### config.mk
export PLATFORM = sky130hd
export DESIGN_NAME = dot_update_sequencer
export DESIGN_NICKNAME = d
export VERILOG_FILES = /design/src/rtl/dot_update_sequencer.sv
export SDC_FILE = /design/constraint.sdc
export NUM_CORES = 2
export LEC_CHECK = 0
export BUFFER_PORTS_ARGS = -buffer_cell sky130_fd_sc_hd__clkbuf_2
export CORE_ASPECT_RATIO = 0.75
export CORE_MARGIN = 5
export CORE_UTILIZATION = 48
export DETAILED_ROUTE_END_ITERATION = 12
export HOLD_SLACK_MARGIN = 0.05
export PLACE_DENSITY = 0.67
export RECOVER_POWER = 100
export SKIP_CTS_REPAIR_TIMING = 1
export SLEW_MARGIN = 20
export SYNTH_ARGS = -nofsm -noshare
export SYNTH_HDL_FRONTEND = slang
export SYNTH_SLANG_ARGS = --single-unit
### constraint.sdc
create_clock -name clk -period 4.7 [get_ports clk]
set_input_delay 1.175 -clock clk [delete_from_list [all_inputs] [get_ports clk]]
set_output_delay 1.175 -clock clk [all_outputs]
set_load 0.01 [all_outputs]
### src/rtl/dot_update_sequencer.sv
// dot_update_sequencer
// Holds a staging table of dot X/Y positions written by the processor and, after
// a commit, streams the whole table to the VGA controller's dot-position write
// port on the next frame boundary. Each write is held for HOLD_CYCLES clocks so
// the controller's slower pixel-clock domain can sample it.
module dot_update_sequencer #(
    parameter int NUM_DOTS    = 45,
    parameter int HOLD_CYCLES = 4,
    parameter int X_MAX       = 639,
    parameter int Y_MAX       = 479,
    parameter int X_INIT      = 320,
    parameter int Y_INIT      = 240
) (
    input  logic        clk,
    input  logic        reset,
    input  logic        stage_we,
    input  logic [31:0] stage_id,
    input  logic        stage_is_y,
    input  logic [31:0] stage_data,
    input  logic        commit,
    input  logic        screenEnd,
    output logic        stage_ready,
    output logic        busy,
    output logic        done,
    output logic        dotWren,
    output logic        is_Yloc,
    output logic [31:0] dotID,
    output logic [31:0] dotLoc
);

    localparam int IW = (NUM_DOTS > 1) ? $clog2(NUM_DOTS) : 1;
    localparam int HW = (HOLD_CYCLES > 1) ? $clog2(HOLD_CYCLES) : 1;
    localparam int XW = $clog2(X_MAX + 1);
    localparam int YW = $clog2(Y_MAX + 1);

    typedef enum logic [1:0] {
        S_IDLE,
        S_ARMED,
        S_SEND,
        S_DONE
    } state_t;

    state_t          state_q, state_d;
    logic [IW-1:0]   index_q, index_d;
    logic            phase_q, phase_d;   // 0 = X, 1 = Y
    logic [HW-1:0]   hold_q, hold_d;
    logic            se_q, se_d;

    logic [XW-1:0]   x_q [NUM_DOTS];
    logic [XW-1:0]   x_d [NUM_DOTS];
    logic [YW-1:0]   y_q [NUM_DOTS];
    logic [YW-1:0]   y_d [NUM_DOTS];

    logic            dot_wren_q, dot_wren_d;
    logic            is_yloc_q, is_yloc_d;
    logic [31:0]     dot_id_q, dot_id_d;
    logic [31:0]     dot_loc_q, dot_loc_d;
    logic            busy_q, busy_d;
    logic            done_q, done_d;
    logic            stage_ready_q, stage_ready_d;

    logic            fe;
    logic            stage_ok;
    logic [XW-1:0]   x_clamp;
    logic [YW-1:0]   y_clamp;

    assign fe       = screenEnd & ~se_q;
    assign se_d     = screenEnd;
    assign stage_ok = stage_we & stage_ready_q & (stage_id < 32'(NUM_DOTS));
    // The clamp looks at the full 32-bit value so large values never wrap into range.
    assign x_clamp  = (stage_data > 32'(X_MAX)) ? XW'(X_MAX) : stage_data[XW-1:0];
    assign y_clamp  = (stage_data > 32'(Y_MAX)) ? YW'(Y_MAX) : stage_data[YW-1:0];

    // Staging table update: accepted, clamped processor writes.
    always_comb begin
        // NOTE: every combinational output gets a default first so no path leaves it unassigned (no latch).
        x_d = x_q;
        y_d = y_q;
        if (stage_ok) begin
            if (stage_is_y) begin
                y_d[stage_id[IW-1:0]] = y_clamp;
            end else begin
                x_d[stage_id[IW-1:0]] = x_clamp;
            end
        end
    end

    // Sequencer next state: arm on commit, start on frame edge, walk 0X,0Y,1X,... with hold windows.
    always_comb begin
        state_d = state_q;
        index_d = index_q;
        phase_d = phase_q;
        hold_d  = hold_q;
        case (state_q)
            S_IDLE: begin
                if (commit) begin
                    state_d = S_ARMED;
                end
            end
            S_ARMED: begin
                if (fe) begin
                    state_d = S_SEND;
                    index_d = '0;
                    phase_d = 1'b0;
                    hold_d  = '0;
                end
            end
            S_SEND: begin
                if (hold_q == HW'(HOLD_CYCLES - 1)) begin
                    hold_d = '0;
                    if (phase_q) begin
                        if (index_q == IW'(NUM_DOTS - 1)) begin
                            state_d = S_DONE;
                        end else begin
                            index_d = index_q + IW'(1);
                            phase_d = 1'b0;
                        end
                    end else begin
                        phase_d = 1'b1;
                    end
                end else begin
                    hold_d = hold_q + HW'(1);
                end
            end
            S_DONE: begin
                state_d = S_IDLE;
            end
            default: begin
                state_d = S_IDLE;
            end
        endcase
    end

    // Registered outputs are derived from the next state so they line up with it.
    always_comb begin
        dot_wren_d    = (state_d == S_SEND);
        is_yloc_d     = dot_wren_d & phase_d;
        dot_id_d      = dot_wren_d ? 32'(index_d) : 32'd0;
        dot_loc_d     = 32'd0;
        if (dot_wren_d) begin
            dot_loc_d = phase_d ? 32'(y_d[index_d]) : 32'(x_d[index_d]);
        end
        busy_d        = (state_d == S_ARMED) || (state_d == S_SEND);
        done_d        = (state_d == S_DONE);
        stage_ready_d = (state_d == S_IDLE) || (state_d == S_ARMED);
    end

    // State, staging table and output registers with synchronous reset.
    always_ff @(posedge clk) begin
        // NOTE: sequential state uses non-blocking assignments so all flops update together.
        if (reset) begin
            state_q       <= S_IDLE;
            index_q       <= '0;
            phase_q       <= 1'b0;
            hold_q        <= '0;
            se_q          <= 1'b0;
            // NOTE: the staging table is deliberately reset; its initial contents are visible behaviour.
            for (int i = 0; i < NUM_DOTS; i++) begin
                x_q[i] <= XW'(X_INIT);
                y_q[i] <= YW'(Y_INIT);
            end
            dot_wren_q    <= 1'b0;
            is_yloc_q     <= 1'b0;
            dot_id_q      <= 32'd0;
            dot_loc_q     <= 32'd0;
            busy_q        <= 1'b0;
            done_q        <= 1'b0;
            stage_ready_q <= 1'b1;
        end else begin
            state_q       <= state_d;
            index_q       <= index_d;
            phase_q       <= phase_d;
            hold_q        <= hold_d;
            se_q          <= se_d;
            x_q           <= x_d;
            y_q           <= y_d;
            dot_wren_q    <= dot_wren_d;
            is_yloc_q     <= is_yloc_d;
            dot_id_q      <= dot_id_d;
            dot_loc_q     <= dot_loc_d;
            busy_q        <= busy_d;
            done_q        <= done_d;
            stage_ready_q <= stage_ready_d;
        end
    end

    assign dotWren     = dot_wren_q;
    assign is_Yloc     = is_yloc_q;
    assign dotID       = dot_id_q;
    assign dotLoc      = dot_loc_q;
    assign busy        = busy_q;
    assign done        = done_q;
    assign stage_ready = stage_ready_q;

endmodule

* After elaboration in Yosys (flattened, before gate mapping)
Index checks and enable logic that the tools add are counted.
** Operators by class
- Add/subtract/negate cells :: 2
- $lt $le $gt $ge :: 6
- Equality and inequality tests :: 9
- Mux-type cells :: 38
- Bitwise gates (word level) :: 8
- Reductions and logical operators :: 9
** Operators by type and width (count)
- 450-bit 2-to-1 mux :: 2
- 405-bit 2-to-1 mux :: 2
- 450-bit bitwise mux :: 1
- 405-bit bitwise mux :: 1
- 10-bit binary-select mux with 6-bit select :: 1
- 10-bit demux with 6-bit select :: 1
- 9-bit binary-select mux with 6-bit select :: 1
- 9-bit demux with 6-bit select :: 1
- 9-bit 2-to-1 mux :: 5
- 10-bit 2-to-1 mux :: 4
- 32-bit by 10-bit greater-than comparator with 1-bit output, second input constant :: 1
- 32-bit by 9-bit greater-than comparator with 1-bit output, second input constant :: 1
- 32-bit by 6-bit less-than comparator with 1-bit output, second input constant :: 1
- 6-bit 2-to-1 mux :: 4
- 7-bit >= comparator, second input constant :: 2
- 2-bit 2-to-1 mux :: 7
- 6-bit NOT with 7-bit output :: 2
- 6-bit case mux with 2 select lines :: 1
- 2-bit equality test, second input constant :: 5
- 2-bit case mux with 4 select lines :: 1
- 7-bit by 1-bit less-than comparator with 1-bit output, second input constant :: 1
- 6-bit by 1-bit adder with 6-bit output, second input constant :: 1
- 6-bit equality test, second input constant :: 1
- 1-bit bitwise AND :: 4
- 14 further kinds :: 21
** Word-level totals
- Bits in registers :: 936
- Output and inout port bits :: 69
- Logic and storage cells :: 176

* Depth between registers and ports, before layout
- Depth after elaboration :: 12
- Mapped depth :: 18
- Mapped depth without buffers :: 14

* Worst setup path after synthesis
No wires, ideal clock.
- Path type :: input to register
- Start point :: input port stage_id[13]
- End point :: register dot_loc_q[2], in the netlist dotLoc[2]
- Setup time :: 0.088 ns
- Data arrival time :: 3.913 ns
- Required time :: 4.612 ns
- Setup slack :: 0.700 ns
- Cell stages on the path :: 12
- Buffers on the path :: 2
- Cells stage by stage :: or4_1 buf_6 nor4_4 nand3_1 buf_2 nand2_4 o22a_1 a311oi_1 a311oi_1 a2111oi_0 or4_1 nor4_2
** Between the ends
- Longest elaborated chain between the ends :: 7
- Elaborated cells between the ends (all ways) :: 11
- Classes of those cells :: order compare (1); mux (9); bitwise (1)
** Ends and longest elaborated chain
- from (decl) :: RTL line 17 : input logic [31:0] stage_id,
- 32-bit by 6-bit less-than comparator with 1-bit output (*) :: RTL line 69 : assign stage_ok = stage_we & stage_ready_q & (stage_id < 32'(NUM_DOTS));
- 1-bit bitwise AND (*) :: RTL line 69
- 450-bit 2-to-1 mux / 405-bit 2-to-1 mux (equally long branches) :: RTL line 79 : if (stage_ok) begin
- 10-bit binary-select mux with 6-bit select / 9-bit binary-select mux with 6-bit select (equally long branches) :: RTL line 141 : dot_loc_d = phase_d ? 32'(y_d[index_d]) : 32'(x_d[index_d]);
- 10-bit 2-to-1 mux (implied by the code) / 9-bit 2-to-1 mux (equally long branches) (2 in series) :: RTL line 141
- 9-bit 2-to-1 mux (*) :: RTL line 141
- to (signal assigned) :: RTL line 180 : dot_loc_q <= dot_loc_d;
- to (decl) :: RTL line 57 : logic [31:0] dot_loc_q, dot_loc_d;
Every way passes the cells marked *; elsewhere a longest branch is shown, timed or not. The select of a mux whose other input is x is not followed.
A chain may end at the register's enable or synchronous reset.

* Worst setup path after layout
- Start point :: input port stage_data[29]
- End point :: register dot_loc_q[2], in the netlist dotLoc[2]
** Between the ends
- Longest elaborated chain between the ends :: 9
- Elaborated cells between the ends (all ways) :: 17
- Classes of those cells :: order compare (2); mux (15)
** Ends and longest elaborated chain
- from (decl) :: RTL line 19 : input logic [31:0] stage_data,
- 32-bit by 10-bit greater-than comparator with 1-bit output / 32-bit by 9-bit greater-than comparator with 1-bit output (equally long branches) :: RTL line 71, 72
- 10-bit 2-to-1 mux / 9-bit 2-to-1 mux (equally long branches) :: RTL line 71, 72
- 450-bit bitwise mux / 405-bit bitwise mux (equally long branches) :: RTL line 83, 81
- 450-bit 2-to-1 mux / 405-bit 2-to-1 mux (equally long branches) :: RTL line 80 : if (stage_is_y) begin
- 450-bit 2-to-1 mux / 405-bit 2-to-1 mux (equally long branches) :: RTL line 79
- 10-bit binary-select mux with 6-bit select / 9-bit binary-select mux with 6-bit select (equally long branches) :: RTL line 141
- 10-bit 2-to-1 mux (implied by the code) / 9-bit 2-to-1 mux (equally long branches) (2 in series) :: RTL line 141
- 9-bit 2-to-1 mux (*) :: RTL line 141
Marks and branches as above.

==> metrics.sh <==
HOLD-WORST-SLACK_PS=440
SYNTH_TOP_CELL_AREA_SHARE=0.391
DRT.ANTENNA.VIOLATING_NETS=0
MOST-COMMON-LAYOUT-CELLS='sky130_fd_sc_hd__nor2_1 (967), sky130_fd_sc_hd__dfxtp_1 (888), sky130_fd_sc_hd__buf_4 (762), sky130_fd_sc_hd__a211oi_1 (484), sky130_fd_sc_hd__nand2_1 (478)'
CTS.SINK_COUNT=888
WORST_SETUP_PATH_START_KIND='input port'
CLOCK.FMAX_MHz=207
SYNTH_EDF_COUNT=0
YOSYS.AREA.TOP_TYPE='sky130_fd_sc_hd__dfxtp_1'
TIMING.CLOCK.SKEW_PS=34.3
END_KIND='flip-flop'
POSTSYNTHAREAPERCELL_SQ_UM=7.87
FIN_CRIT_SH=1.03
FFS_LATCHES_SYNTH=888
GRT_PASS1_WL_MICRONS=328000
FIN_CRIT_PS=4840
POWER.LEAKAGE_nW=20.6
WIRELENGTH_MICRONS=230000
VIOLATED_CHECKS='max-capacitance violations, max-slew violations, negative setup slack'
CELL_ROWS=97
HPWL_MICRONS=166000
FINAL_CRITICAL_PATH_SETUP_SLACK_PS=-139
CRIT_FANOUT=41
GRT_MAX_DEGREE=196
SYN_INST=5771
CRITICAL_PATH_CLASS='in -> reg'
IR_WORST_VDD_V=0.000313
PLACE.DETAILED.INSTANCES=7471
H-TREE-DEPTH=3
DIE-WIDTH_MICRONS=365
OUTCOME='finished with violations'
WORST_SLEW_MARGIN_REL=-0.521
CLOCK_ROOT_BUFFER_MASTER='sky130_fd_sc_hd__clkbuf_16'
AVGVIACOUNTPERCELL=6.68
GP_ROUTABILITY_CONGESTION=1.04
MAXIMUM_CLOCK_PATH_BUFFER_COUNT=3
PORTION_OF_THE_POST_SYNTHESIS_AREA_USED_BY_SEQUENTIAL_ELEMENTS=0.391
GROUTE.LAYER.MET2.USAGE=0.574
GRT_MET3_USAGE=0.148
GRT_UTIL_ALL_LAYERS=0.437
WORSTREG2REGSTART='state_q[0]$_SDFF_PP0_'
DIEHEIGHT_MICRONS=276
GRT_USE_MET1=0.634
GLOBALROUTE.TOTALOVERFLOW=0
LATEST_CLOCK_ARRIVAL_WITHIN_THE_WORST_SKEW_PAIR_PS=730
FINAL_COMMON_CELL='sky130_fd_sc_hd__nor2_1'
HOLD_PATH.CLASS='reg -> reg'
CP-STARTPOINT='stage_data[29]'
BUSIEST_LAYER='met1'
FINAL_HOLD_VIOL_COUNT=0
ASYNCSETRESETFLOPFRACSYNTH=0
DRT-WIRELENGTH-PER-CELL_MICRONS=30.1
DRIVE_ABOVE_1_SHARE=0.196
DRT_FIRST_ITER_VIOLATIONS=8538
FLOORPLAN.DIE_AREA_SQ_UM=101000
SYNTHTOPCELLSBYAREA='sky130_fd_sc_hd__dfxtp_1 (39%), sky130_fd_sc_hd__nor2_1 (8.0%), sky130_fd_sc_hd__a211oi_1 (8.0%), sky130_fd_sc_hd__a21oi_1 (4.1%), sky130_fd_sc_hd__nand2_1 (4.0%)'
DRV.MAX_CAP_VIOLATION_COUNT=9
CTS-BUFFERS-INSERTED=91
BOUNDARYPINS=139
P_PER_AREA_nW_PER_UM2=289
DR.PASS1.ITERS=6
FLOORPLAN_CORE_AREA_SQ_UM=93700
ROUTE.VIAS.TOTAL=51146
WORSTMARGINPINSLEW_PS=2280
AREAGROWTHSYNTHTOFINISH_PCT=23.6
SETUP_VIOL=2
FILLCELLCOUNT=8570
PORTBUFFERS=90
RSZ0062_AT_GRT='false'
FINAL-MAX-SLEW-VIOLATION-COUNT=472
WORST-ENDPOINT-REQUIRED_PS=5270
TRITONCTS='yes'
WORSTPATHARRIVAL_PS=5410
TOTAL_POWER_mW=16.2
NUMBER_OF_ANTENNA_VIOLATIONS_AT_THE_FIRST_CHECK_IN_GLOBAL_ROUTING=10
WORST_REG2REG_PATH_DEPTH=17
CRITICAL_PATH_END='dotLoc[2]$_SDFF_PP0_'
FIRST_GLOBAL_VIAS=46084
SYNTH.CELL_AREA_SQ_UM=45400
START_UTIL=0.485
LAYOUT.CORE_UTILIZATION=0.599
SETUP_TNS_PS=-174
STDCELL_COUNT=7655
POSTSYNTH.TOPFLOPCELL='sky130_fd_sc_hd__dfxtp_1'
R2R_SETUP_SLACK_PS=-40
WORST_REG2REG_PATH_ENDPOINT='dotLoc[5]$_SDFF_PP0_'
CLK_PIN_SLEW_PS=70
DRC=0
YOSYS_WARNINGS=0
YOSYS.CELL_TYPES.COUNT=105
LAYOUT.NETS=6405
[critical path, stage by stage]
cell,delay (ps)
sky130_fd_sc_hd__clkbuf_2,80
sky130_fd_sc_hd__nor4_1,500
sky130_fd_sc_hd__and4_1,370
sky130_fd_sc_hd__nand2_1,250
sky130_fd_sc_hd__nor2_4,210
sky130_fd_sc_hd__clkbuf_2,1200
sky130_fd_sc_hd__o21ai_0,640
sky130_fd_sc_hd__and3_1,450
sky130_fd_sc_hd__nor3_1,400
sky130_fd_sc_hd__nor4_2,80
[cell families (layout without fill, tap and decap cells)]
kind of cell | count (synthesis) | after routing | share of synthesized area
simple gates | 2362 | 2362 | 0.248
compound gates | 1771 | 1771 | 0.272
flops | 888 | 888 | 0.391
buf+inv | 644 | 1231 | 0.0635
mux | 96 | 96 | 0.0222
fa+ha+maj | 8 | 8 | 0.00220
other cells | 1 | 61 | 0.0000826
xor+xnor | 1 | 1 | 0.000193
[layout make-up]
| cell class | count | area (sq um) | area share |
|---|---|---|---|
| clock buffer | 125 | 2650 | 0.0471 |
| clock inverter | 46 | 718 | 0.0128 |
| sequential | 888 | 17800 | 0.317 |
| tap | 1237 | 1550 | 0.0276 |
| antenna | 13 | 32.5 | 0.000579 |
| timing repair buffer | 1039 | 8300 | 0.148 |
| inverter | 21 | 78.8 | 0.00140 |
| multi-input combinational | 4286 | 25100 | 0.446 |
[report_power, final]
group / internal (mW) / leakage, nW / total, mW / switching [mW]
sequential: 7.53 / 7.16 / 7.53 / 0.00741
combinational: 0.116 / 11.8 / 0.448 / 0.332
clock: 4.80 / 1.64 / 8.24 / 3.44
total: 12.4 / 20.6 / 16.2 / 3.78
[per-stage QoR]
step / cell area [sq um] / setup WS, ps
after floorplan: 45600 / 700
after global placement: 53500 / -532
after detailed placement: 53500 / -531
after CTS: 56800 / 131
after global routing: 56100 / 10.1
final: 56200 / -139
[flip-flops by register name (all words and copies together) (netlist names)]
signal and cells:
hold_q 2, y_q 405, dotWren 1, done 1
busy 1, se_q 1, stage_ready 1, x_q 450
is_Yloc 1, dotID 6, state_q 2, dotLoc 10
index_q 6, phase_q 1
[per-layer routing]
metal / routed length [microns] / up-vias
met5: 34 / -
met4: 13200 / 6
met3: 34200 / 659
met2: 87000 / 3746
met1: 95700 / 24402
li1: - / 22333
[cell usage after synthesis (18+ instances only)]
master                        n
sky130_fd_sc_hd__nor2_1     974
sky130_fd_sc_hd__dfxtp_1    888
sky130_fd_sc_hd__a211oi_1   484
sky130_fd_sc_hd__nand2_1    478
sky130_fd_sc_hd__a21oi_1    369
sky130_fd_sc_hd__clkbuf_1   365
sky130_fd_sc_hd__nand3_1    312
sky130_fd_sc_hd__nor3_1     208
sky130_fd_sc_hd__o21ai_0    183
sky130_fd_sc_hd__a211o_1    175
sky130_fd_sc_hd__buf_2      117
sky130_fd_sc_hd__o22ai_1    105
sky130_fd_sc_hd__mux2i_1     82
sky130_fd_sc_hd__nand4_1     74
sky130_fd_sc_hd__buf_4       69
sky130_fd_sc_hd__buf_1       64
sky130_fd_sc_hd__a31oi_1     53
sky130_fd_sc_hd__o211ai_1    47
sky130_fd_sc_hd__o21bai_1    47
sky130_fd_sc_hd__nor4_1      38
sky130_fd_sc_hd__nor4_2      37
sky130_fd_sc_hd__and3_1      36
sky130_fd_sc_hd__o221ai_1    35
sky130_fd_sc_hd__or2_2       30
sky130_fd_sc_hd__a311oi_1    27
sky130_fd_sc_hd__or3_1       27
sky130_fd_sc_hd__nand2b_1    24
sky130_fd_sc_hd__o2111ai_1   24
sky130_fd_sc_hd__inv_1       21
sky130_fd_sc_hd__nor4_4      20
sky130_fd_sc_hd__a221oi_1    18
[worst min path at each step]
stage | from | end | slack (ps) | cells past startpoint
finish | y_q[149]$_SDFF_PP1_ | y_q[149]$_SDFF_PP1_ | 440 | 2
global route | x_q[208]$_SDFF_PP1_ | x_q[208]$_SDFF_PP1_ | 460 | 2
CTS | x_q[208]$_SDFF_PP1_ | x_q[208]$_SDFF_PP1_ | 440 | 2
detailed placement | x_q[138]$_SDFF_PP1_ | x_q[138]$_SDFF_PP1_ | 430 | 2
global placement | y_q[158]$_SDFF_PP1_ | y_q[158]$_SDFF_PP1_ | 420 | 2
floorplan | x_q[378]$_SDFF_PP1_ | x_q[378]$_SDFF_PP1_ | 410 | 2
Note: power is estimated with default switching activity, not from simulation.
